### src/rtl/spi_config_master_if.sv
// Register-write request channel into spi_config_master.
// A request transfers on a clk edge where req_valid && req_ready; the payload is held stable while valid is high.
interface spi_config_master_if;
    logic       req_valid;
    logic       req_ready;
    logic [6:0] req_addr;
    logic [7:0] req_data;

    modport master (output req_valid, req_addr, req_data, input req_ready);
    modport slave  (input req_valid, req_addr, req_data, output req_ready);
endinterface

### src/rtl/spi_config_master.sv
// Queues register writes and serialises each one as a 16-bit SPI mode-0 frame {1'b1, addr, data}, MSB first.
// Every output comes straight from a flop. Each flop is loaded from the next-state values computed below.
module spi_config_master #(
    parameter int CLK_DIV    = 4,
    parameter int GAP        = 8,
    parameter int FIFO_DEPTH = 4,
    parameter int MAX_ADDR   = 4
) (
    input  logic                clk,
    input  logic                rst_n,
    spi_config_master_if.slave  req_if,
    output logic                err,
    output logic                done,
    output logic                busy,
    output logic                nCS,
    output logic                SCLK,
    output logic                COPI,
    output logic [2:0]          o_dbg_state
);

    localparam int PW = $clog2(FIFO_DEPTH);
    localparam int CW = PW + 1;

    typedef enum logic [2:0] {
        S_IDLE  = 3'd0,
        S_SETUP = 3'd1,
        S_SHIFT = 3'd2,
        S_HOLD  = 3'd3,
        S_GAP   = 3'd4
    } state_t;

    state_t        r_state, w_state_n;
    logic [7:0]    r_hcnt, w_hcnt_n;
    logic [4:0]    r_bcnt, w_bcnt_n;
    logic [15:0]   r_shift, w_shift_n;
    logic          r_sclk, w_sclk_n;
    logic          w_done_n;

    logic [14:0]   r_mem [FIFO_DEPTH];
    logic [PW-1:0] r_wr_ptr, r_rd_ptr;
    logic [CW-1:0] r_count, w_count_n;
    logic          w_bad, w_push, w_pop;
    logic [14:0]   w_head;

    logic          r_ncs, r_err, r_done, r_busy, r_ready;

    assign w_bad  = req_if.req_addr > 7'(MAX_ADDR);
    assign w_push = req_if.req_valid && r_ready && !w_bad;
    assign w_head = r_mem[r_rd_ptr];

    always_comb begin
        w_state_n = r_state;
        w_hcnt_n  = r_hcnt;
        w_bcnt_n  = r_bcnt;
        w_shift_n = r_shift;
        w_sclk_n  = r_sclk;
        w_done_n  = 1'b0;
        w_pop     = 1'b0;
        case (r_state)
            S_IDLE: begin
                if (r_count != '0) begin
                    w_pop     = 1'b1;
                    w_shift_n = {1'b1, w_head};
                    w_state_n = S_SETUP;
                    w_hcnt_n  = '0;
                    w_bcnt_n  = '0;
                    w_sclk_n  = 1'b0;
                end
            end
            S_SETUP: begin
                if (r_hcnt == 8'(CLK_DIV - 1)) begin
                    w_state_n = S_SHIFT;
                    w_hcnt_n  = '0;
                    w_bcnt_n  = '0;
                    w_sclk_n  = 1'b1;
                end else begin
                    w_hcnt_n = r_hcnt + 8'd1;
                end
            end
            S_SHIFT: begin
                // COPI only advances on the falling SCLK edge, so it is stable across each rise.
                if (r_hcnt == 8'(CLK_DIV - 1)) begin
                    w_hcnt_n = '0;
                    if (r_sclk) begin
                        w_sclk_n  = 1'b0;
                        w_shift_n = {r_shift[14:0], 1'b0};
                        w_bcnt_n  = r_bcnt + 5'd1;
                    end else if (r_bcnt == 5'd16) begin
                        w_state_n = S_HOLD;
                        w_bcnt_n  = '0;
                    end else begin
                        w_sclk_n = 1'b1;
                    end
                end else begin
                    w_hcnt_n = r_hcnt + 8'd1;
                end
            end
            S_HOLD: begin
                if (r_hcnt == 8'(CLK_DIV - 1)) begin
                    w_state_n = S_GAP;
                    w_hcnt_n  = '0;
                    w_done_n  = 1'b1;
                end else begin
                    w_hcnt_n = r_hcnt + 8'd1;
                end
            end
            S_GAP: begin
                if (r_hcnt == 8'(GAP - 1)) begin
                    w_state_n = S_IDLE;
                    w_hcnt_n  = '0;
                end else begin
                    w_hcnt_n = r_hcnt + 8'd1;
                end
            end
            default: begin
                w_state_n = S_IDLE;
                w_hcnt_n  = '0;
                w_bcnt_n  = '0;
            end
        endcase

        w_count_n = r_count;
        if (w_push && !w_pop) begin
            w_count_n = r_count + CW'(1);
        end else if (!w_push && w_pop) begin
            w_count_n = r_count - CW'(1);
        end
    end

    always_ff @(posedge clk or negedge rst_n) begin
        if (!rst_n) begin
            r_state  <= S_IDLE;
            r_hcnt   <= '0;
            r_bcnt   <= '0;
            r_shift  <= '0;
            r_sclk   <= 1'b0;
            r_wr_ptr <= '0;
            r_rd_ptr <= '0;
            r_count  <= '0;
            r_ncs    <= 1'b1;
            r_err    <= 1'b0;
            r_done   <= 1'b0;
            r_busy   <= 1'b0;
            r_ready  <= 1'b1;
        end else begin
            r_state  <= w_state_n;
            r_hcnt   <= w_hcnt_n;
            r_bcnt   <= w_bcnt_n;
            r_shift  <= w_shift_n;
            r_sclk   <= w_sclk_n;
            r_wr_ptr <= w_push ? r_wr_ptr + PW'(1) : r_wr_ptr;
            r_rd_ptr <= w_pop  ? r_rd_ptr + PW'(1) : r_rd_ptr;
            r_count  <= w_count_n;
            r_ncs    <= !((w_state_n == S_SETUP) || (w_state_n == S_SHIFT) || (w_state_n == S_HOLD));
            r_err    <= req_if.req_valid && r_ready && w_bad;
            r_done   <= w_done_n;
            r_busy   <= (w_state_n != S_IDLE) || (w_count_n != '0);
            r_ready  <= w_count_n != CW'(FIFO_DEPTH);
        end
    end

    // Storage needs no reset: only entries below the count are ever read.
    always_ff @(posedge clk) begin
        if (w_push) begin
            r_mem[r_wr_ptr] <= {req_if.req_addr, req_if.req_data};
        end
    end

    assign req_if.req_ready = r_ready;
    assign err              = r_err;
    assign done             = r_done;
    assign busy             = r_busy;
    assign nCS              = r_ncs;
    assign SCLK             = r_sclk;
    assign COPI             = r_shift[15];
    assign o_dbg_state      = r_state;

endmodule

### src/flat_wrapper.sv
// flat-port wrapper written by rule: the top's interface ports become plain ports
module spi_config_master_flat 
#(
    parameter int CLK_DIV    = 4,
    parameter int GAP        = 8,
    parameter int FIFO_DEPTH = 4,
    parameter int MAX_ADDR   = 4
)
  (clk, rst_n, err, done, busy, nCS, SCLK, COPI, o_dbg_state, req_if_req_valid, req_if_req_addr, req_if_req_data, req_if_req_ready);
  spi_config_master_if req_if_i ();
  input  logic clk;
  input  logic rst_n;
  output logic err;
  output logic done;
  output logic busy;
  output logic nCS;
  output logic SCLK;
  output logic COPI;
  output logic [2:0] o_dbg_state;
  input wire logic [$bits(req_if_i.req_valid)-1:0] req_if_req_valid;
  input wire logic [$bits(req_if_i.req_addr)-1:0] req_if_req_addr;
  input wire logic [$bits(req_if_i.req_data)-1:0] req_if_req_data;
  output wire logic [$bits(req_if_i.req_ready)-1:0] req_if_req_ready;
  assign req_if_i.req_valid = req_if_req_valid;
  assign req_if_i.req_addr = req_if_req_addr;
  assign req_if_i.req_data = req_if_req_data;
  assign req_if_req_ready = req_if_i.req_ready;
  spi_config_master #(.CLK_DIV(CLK_DIV), .GAP(GAP), .FIFO_DEPTH(FIFO_DEPTH), .MAX_ADDR(MAX_ADDR)) u_core (.clk(clk), .rst_n(rst_n), .req_if(req_if_i), .err(err), .done(done), .busy(busy), .nCS(nCS), .SCLK(SCLK), .COPI(COPI), .o_dbg_state(o_dbg_state));
endmodule
### config.mk
export PLATFORM = sky130hd
export DESIGN_NAME = spi_config_master_flat
export DESIGN_NICKNAME = d
export VERILOG_FILES = /design/src/rtl/spi_config_master_if.sv /design/src/rtl/spi_config_master.sv /design/src/flat_wrapper.sv
export SDC_FILE = /design/constraint.sdc
export NUM_CORES = 1
export LEC_CHECK = 0
export ABC_AREA = 1
export CAP_MARGIN = 20
export CORE_MARGIN = 2
export CORE_UTILIZATION = 50
export DETAILED_ROUTE_END_ITERATION = 12
export GPL_ROUTABILITY_DRIVEN = 0
export HOLD_SLACK_MARGIN = 0.02
export MAX_ROUTING_LAYER = met4
export PLACE_DENSITY = 0.78
export SLEW_MARGIN = 20
export SYNTH_ARGS = -nofsm -noshare
export SYNTH_HDL_FRONTEND = slang
export SYNTH_SLANG_ARGS = --single-unit
### constraint.sdc
create_clock -name clk -period 5.8 [get_ports clk]
set_input_delay 0.58 -clock clk [delete_from_list [all_inputs] [get_ports clk]]
set_output_delay 0.58 -clock clk [all_outputs]
set_load 0.02 [all_outputs]
# Yosys cells after proc, flatten, opt, wreduce, memory -nomap -nowiden
# Memories as Yosys holds them, arrays and structs flattened.
# Cells that the tools add are included.
# totals
ff_bits	45
ram_bits	60
wordCells	97
mem_count	1
# classes
n_addsub	6
magnitude_cmp	1
eq_ne	16
mux	36
bitwise_logic	1
n_reduce_logical	23
# memory_table
name	words	width	read_ports	rd_ports_with_merged_regs	wr	line_no	text
u_core.r_mem	4	15	1	0	1	spi_config_master.sv:39	logic [14:0] r_mem [FIFO_DEPTH];
# ops
op	count
two-way mux 16 bit	3
one-hot mux 16 bit (2 select lines)	1
two-way mux 3 bit	9
two-way mux 5 bit	5
two-way mux 8 bit	3
one-hot mux 8 bit (3 select lines)	1
one-hot mux 5 bit (4 select lines)	1
one-hot mux 3 bit (5 select lines)	1
== test 3 x 2 -> 1 bit (second input constant)	4
nonzero test 3 bit	4
two-way mux 1 bit	11
adder 8 x 1 -> 8 bit (second input constant)	1
== test 8 x 2 -> 1 bit (second input constant)	1
== test 8 x 3 -> 1 bit (second input constant)	1
inequality test 2 x 1 -> 1 bit (second input constant)	4
AND reduction 4 bit	2
> comparator 7 x 3 -> 1 bit (second input constant)	1
== test 3 x 1 -> 1 bit (second input constant)	2
adder 5 x 1 -> 5 bit (second input constant)	1
== test 5 bit (second input constant)	1
logical AND 1 bit	5
AND reduction 5 bit	1
adder 2 x 1 -> 2 bit (second input constant)	2
logical NOT 1 bit	4
12 further kinds	14

# Logic depth before layout (Yosys ltp)
# logic_depth
depth_word	9
depth_mapped	11
depth_no_buf	11

# Worst setup path after synthesis
# OpenSTA, ideal clock, no wires.
# synth_timing
path_type	reg2reg
start	register u_core.r_ready (netlist: u_core.req_if.req_ready)
end	memory u_core.r_mem[0][0], enable pin
setup_ps	387
arrival_ps	1732
required_time_ps	5413
setup_slack_ps	3681
path_stages_with_launch	5
n_path_buf	0
synth_period_minus_slack_ps	2119
cell_sequence	dfstp_2 -> nand2_1 -> inv_1 -> nand3_1 -> nor2_1
# synth_between
elab_chain_cells	4
# synth_lines
item	line_no	text
from (decl)	spi_config_master.sv:45	logic r_ncs, r_err, r_done, r_busy, r_ready;
from (signal assigned)	spi_config_master.sv:158	r_ready <= w_count_n != CW'(FIFO_DEPTH);
logical AND 1 bit (2 in a row)	spi_config_master.sv:48	assign w_push = req_if.req_valid && r_ready && !w_bad;
two-way mux 1 bit	spi_config_master.sv:164	if (w_push) begin
two-way mux 1 bit (implied by the code)	spi_config_master.sv:165	r_mem[r_wr_ptr] <= {req_if.req_addr, req_if.req_data};
to (decl)	spi_config_master.sv:39	
# No other way between the ends.

# Final worst setup path
# layout_timing
start	register u_core.r_rd_ptr[0]
end	register u_core.r_shift[12]
# layout_between
elab_chain_cells	3
# layout_lines
item	line_no	text
from (decl)	spi_config_master.sv:40	logic [PW-1:0] r_wr_ptr, r_rd_ptr;
from (signal assigned)	spi_config_master.sv:152	r_rd_ptr <= w_pop ? r_rd_ptr + PW'(1) : r_rd_ptr;
memory (4 x 15 bit)	-	
two-way mux 16 bit	spi_config_master.sv:61	if (r_count != '0) begin
one-hot mux 16 bit (2 select lines)	spi_config_master.sv:59	case (r_state)
to (signal assigned)	spi_config_master.sv:149	r_shift <= w_shift_n;
to (decl)	spi_config_master.sv:35	logic [15:0] r_shift, w_shift_n;
# No other way between the ends. The select of a mux whose other input is x is not followed.
# A chain may end at the register's enable or synchronous reset.

==> out/metrics.yaml <==
sta:
  fmax_mhz: 416
  clock_skew_ns: 0.0177
  worst_pin_slew_ns: 0.910
  rsz0062_at_grt: "no"
  maxSlewViolCount: 0
  period_share_pct: 41.5
  fin_ws_ns: 3.40
  finalSetupViolCount: 0
  hold_ws_ns: 0.200
  slew_headroom_pct: 39.3
  hold_viol: 0
  post-route-min-period_ns: 2.40
  setup_tns_ns: 0
yosys:
  synth-seq-cells: 105
  ys_seq_area_share_pct: 61.0
  synth_area_per_cell_um2: 9.90
  synth_commonest_cells: "nand2_1 (121), edfxtp_1 (60), nand3_1 (54), inv_1 (50), dfrtp_1 (43)"
  yosysTopAreaCellShare_pct: 37.5
  synth_area_leaders: "edfxtp_1 (38%), dfrtp_1 (22%), nand2_1 (9.5%)"
  async_reset_ff_share_pct: 42.9
  synth_top_cell_by_area: "edfxtp_1"
  syn_area_mm2: 0.00480
  ys_types: 32
  synth_edf_count: 60
  yosysWarningCount: 0
  syn_inst: 485
  yosysMostFrequentCell: "nand2_1"
  ys.flop_type: "edfxtp_1"
  synth_fp_nets: 513
finish:
  layout-drive-gt1-share_pct: 8.69
  num_antenna_cells: 0
  nets: 541
  nFillCells: 776
  final_util_pct: 57.8
  syn2layout_area_growth_pct: 11.7
  final_cells: 647
place:
  dp_hpwl_um: 5910
  io_buffers: 27
  numPlacedInstances: 631
  place_ws_ns: 3.37
floorplan:
  core.rowCount: 35
  boundaryPins: 28
  dieArea_mm2: 0.0104
  fp.dieW_um: 102
  core_mm2: 0.00928
  die_h_um: 102
  start_util_pct: 51.7
clock_network:
  ctsResizeCount: 0
  cts_hold_buf: 0
  cts_sinks: 105
  post-cts-setup-buffers: 0
  htree_num_levels: 3
  root_buffer: "clkbuf_8"
  cts_tree: "yes"
  clkTransAtPathRegs_ns: 0.10
  numCtsBuffers: 9
  clk_path_buf_depth: 2
  clkLatencyLatePin_ns: 0.36
grt:
  antenna_found_initial: 0
  grt_pass1_vias: 3101
  grt_overflow: 0
  grt_pass1_wl_um: 14600
  grt_usage_pct: 18.9
  grt_max_degree: 46
critical_path:
  worst-path-max-fanout: 32
  cp_data_arrival_time_ns: 2.64
  crit-reg2reg-launch: "u_core.r_rd_ptr[0]"
  crit_family: "flip-flops"
  crit_path_top_delay_cell: "dfrtp_1"
  path_cells: "inv_1, nand2_1, nand3_1, nand3_1, o21ai_0, nand2_1, o21ai_2"
  cp-end-kind: "flip-flop"
  required_ns: 6.04
  crit_type: "reg2reg"
  cp_num_buf_inv: 1
  worstReg2RegEnd: "u_core.r_shift[12]"
  start_kind: "flip-flop"
  reg2reg_slack_ns: 3.40
  worstRegToRegCells: 7
  critical_path.max_stage_delay_ns: 0.94
pwr:
  power_leakage_nw: 2.24
  pwr_density_cell_mw_per_mm2: 430
  peakVddDrop_mv: 0.212
job:
  drv_cap: 0
route:
  via_per_inst: 5.09
  initialDrtViolationCount: 270
  drc: 0
  wirelength_um: 8550
  wl_per_cell_um: 13.2
  drtPass1Iterations: 5
  vias: 3290
  ant_nets: 0
outcome:
  status: "completed"
min_path:
  hold_path.class: "in2async"
## flip-flops by register name, summed over array words and instances, names as in the netlist
name                     flops
u_core.r_mem                60
u_core.r_shift              16
u_core.r_hcnt                8
u_core.r_bcnt                5
u_core.o_dbg_state           3
u_core.r_count               3
u_core.r_rd_ptr              2
u_core.r_wr_ptr              2
u_core.SCLK                  1
u_core.busy                  1
u_core.done                  1
u_core.err                   1
u_core.nCS                   1
u_core.req_if.req_ready      1
## stage by stage
stage / total power [mW] / cell area (µm²)
after floorplan: 1.70 / 4800
after global placement: 1.85 / 5170
after detailed placement: 1.88 / 5170
after CTS: 2.32 / 5360
after global routing: 2.49 / 5370
final: 2.31 / 5370
## cells by family after synthesis
kind of cell	share of synthesized area [%]
XOR/XNOR	1.09
buffers and inverters	6.07
AND/OR/NAND/NOR	22.0
adder cells (fa/ha/maj)	2.61
flip-flops	61.0
AO/OA/AOI/OAI	7.22
## layout by cell type, fill, tap and decap left out, types with 9 or more instances in the layout
master           synthesis  routed
nand2_1                121     121
edfxtp_1                60      60
nand3_1                 54      54
inv_1                   50      50
dfrtp_1                 43      43
nor2_1                  41      41
o21ai_0                 35      35
clkdlybuf4s50_1          0      26
o21ai_2                 12      12
ha_1                    10      10
clkbuf_8                 0       9
## worst max-delay path by stage
stage	endpoint	slack [ns]	cells after the start	start
finish	u_core.r_shift[12]	3.40	7	u_core.r_rd_ptr[0]
global route	u_core.r_shift[1]	3.14	7	u_core.r_rd_ptr[0]
CTS	u_core.r_shift[12]	3.41	7	u_core.r_rd_ptr[0]
detailed placement	u_core.r_mem[0][3]	3.37	7	req_if_req_addr[5]
global placement	u_core.r_mem[0][2]	3.40	7	req_if_req_addr[5]
floorplan	u_core.r_mem[0][0]	3.68	4	u_core.req_if.req_ready
## worst reg2reg max path: cells and delay by family, from the launching register on
kind,cells,cell delay (ns)
AOI/OAI and AO/OA,2,0.15
buffers and inverters,1,0.69
DFF,1,0.94
and+or+nand+nor,4,0.50
## routing by layer
layer	share of wire (%)	global-route usage, %
met4	2.3	9.23
met2	47	28.4
met5	0	-
met1	47	25.3
met3	3.7	3.08
## layout make-up
| type | instances | area, µm² | area share (%) |
|---|---|---|---|
| multi-input combinational | 313 | 1580 | 29.5 |
| clock inverter | 6 | 65.1 | 1.21 |
| tap | 129 | 161 | 3.01 |
| clock buffer | 10 | 128 | 2.38 |
| inverter | 52 | 195 | 3.64 |
| sequential | 105 | 2930 | 54.6 |
| timing repair buffer | 32 | 305 | 5.69 |
## power by group
group          internal [mW]  switching, mW
Combinational          0.311          0.536
Sequential             0.909          0.111
Clock                  0.202          0.238
Total                   1.42          0.885
Power figures use the tool's default switching activity.
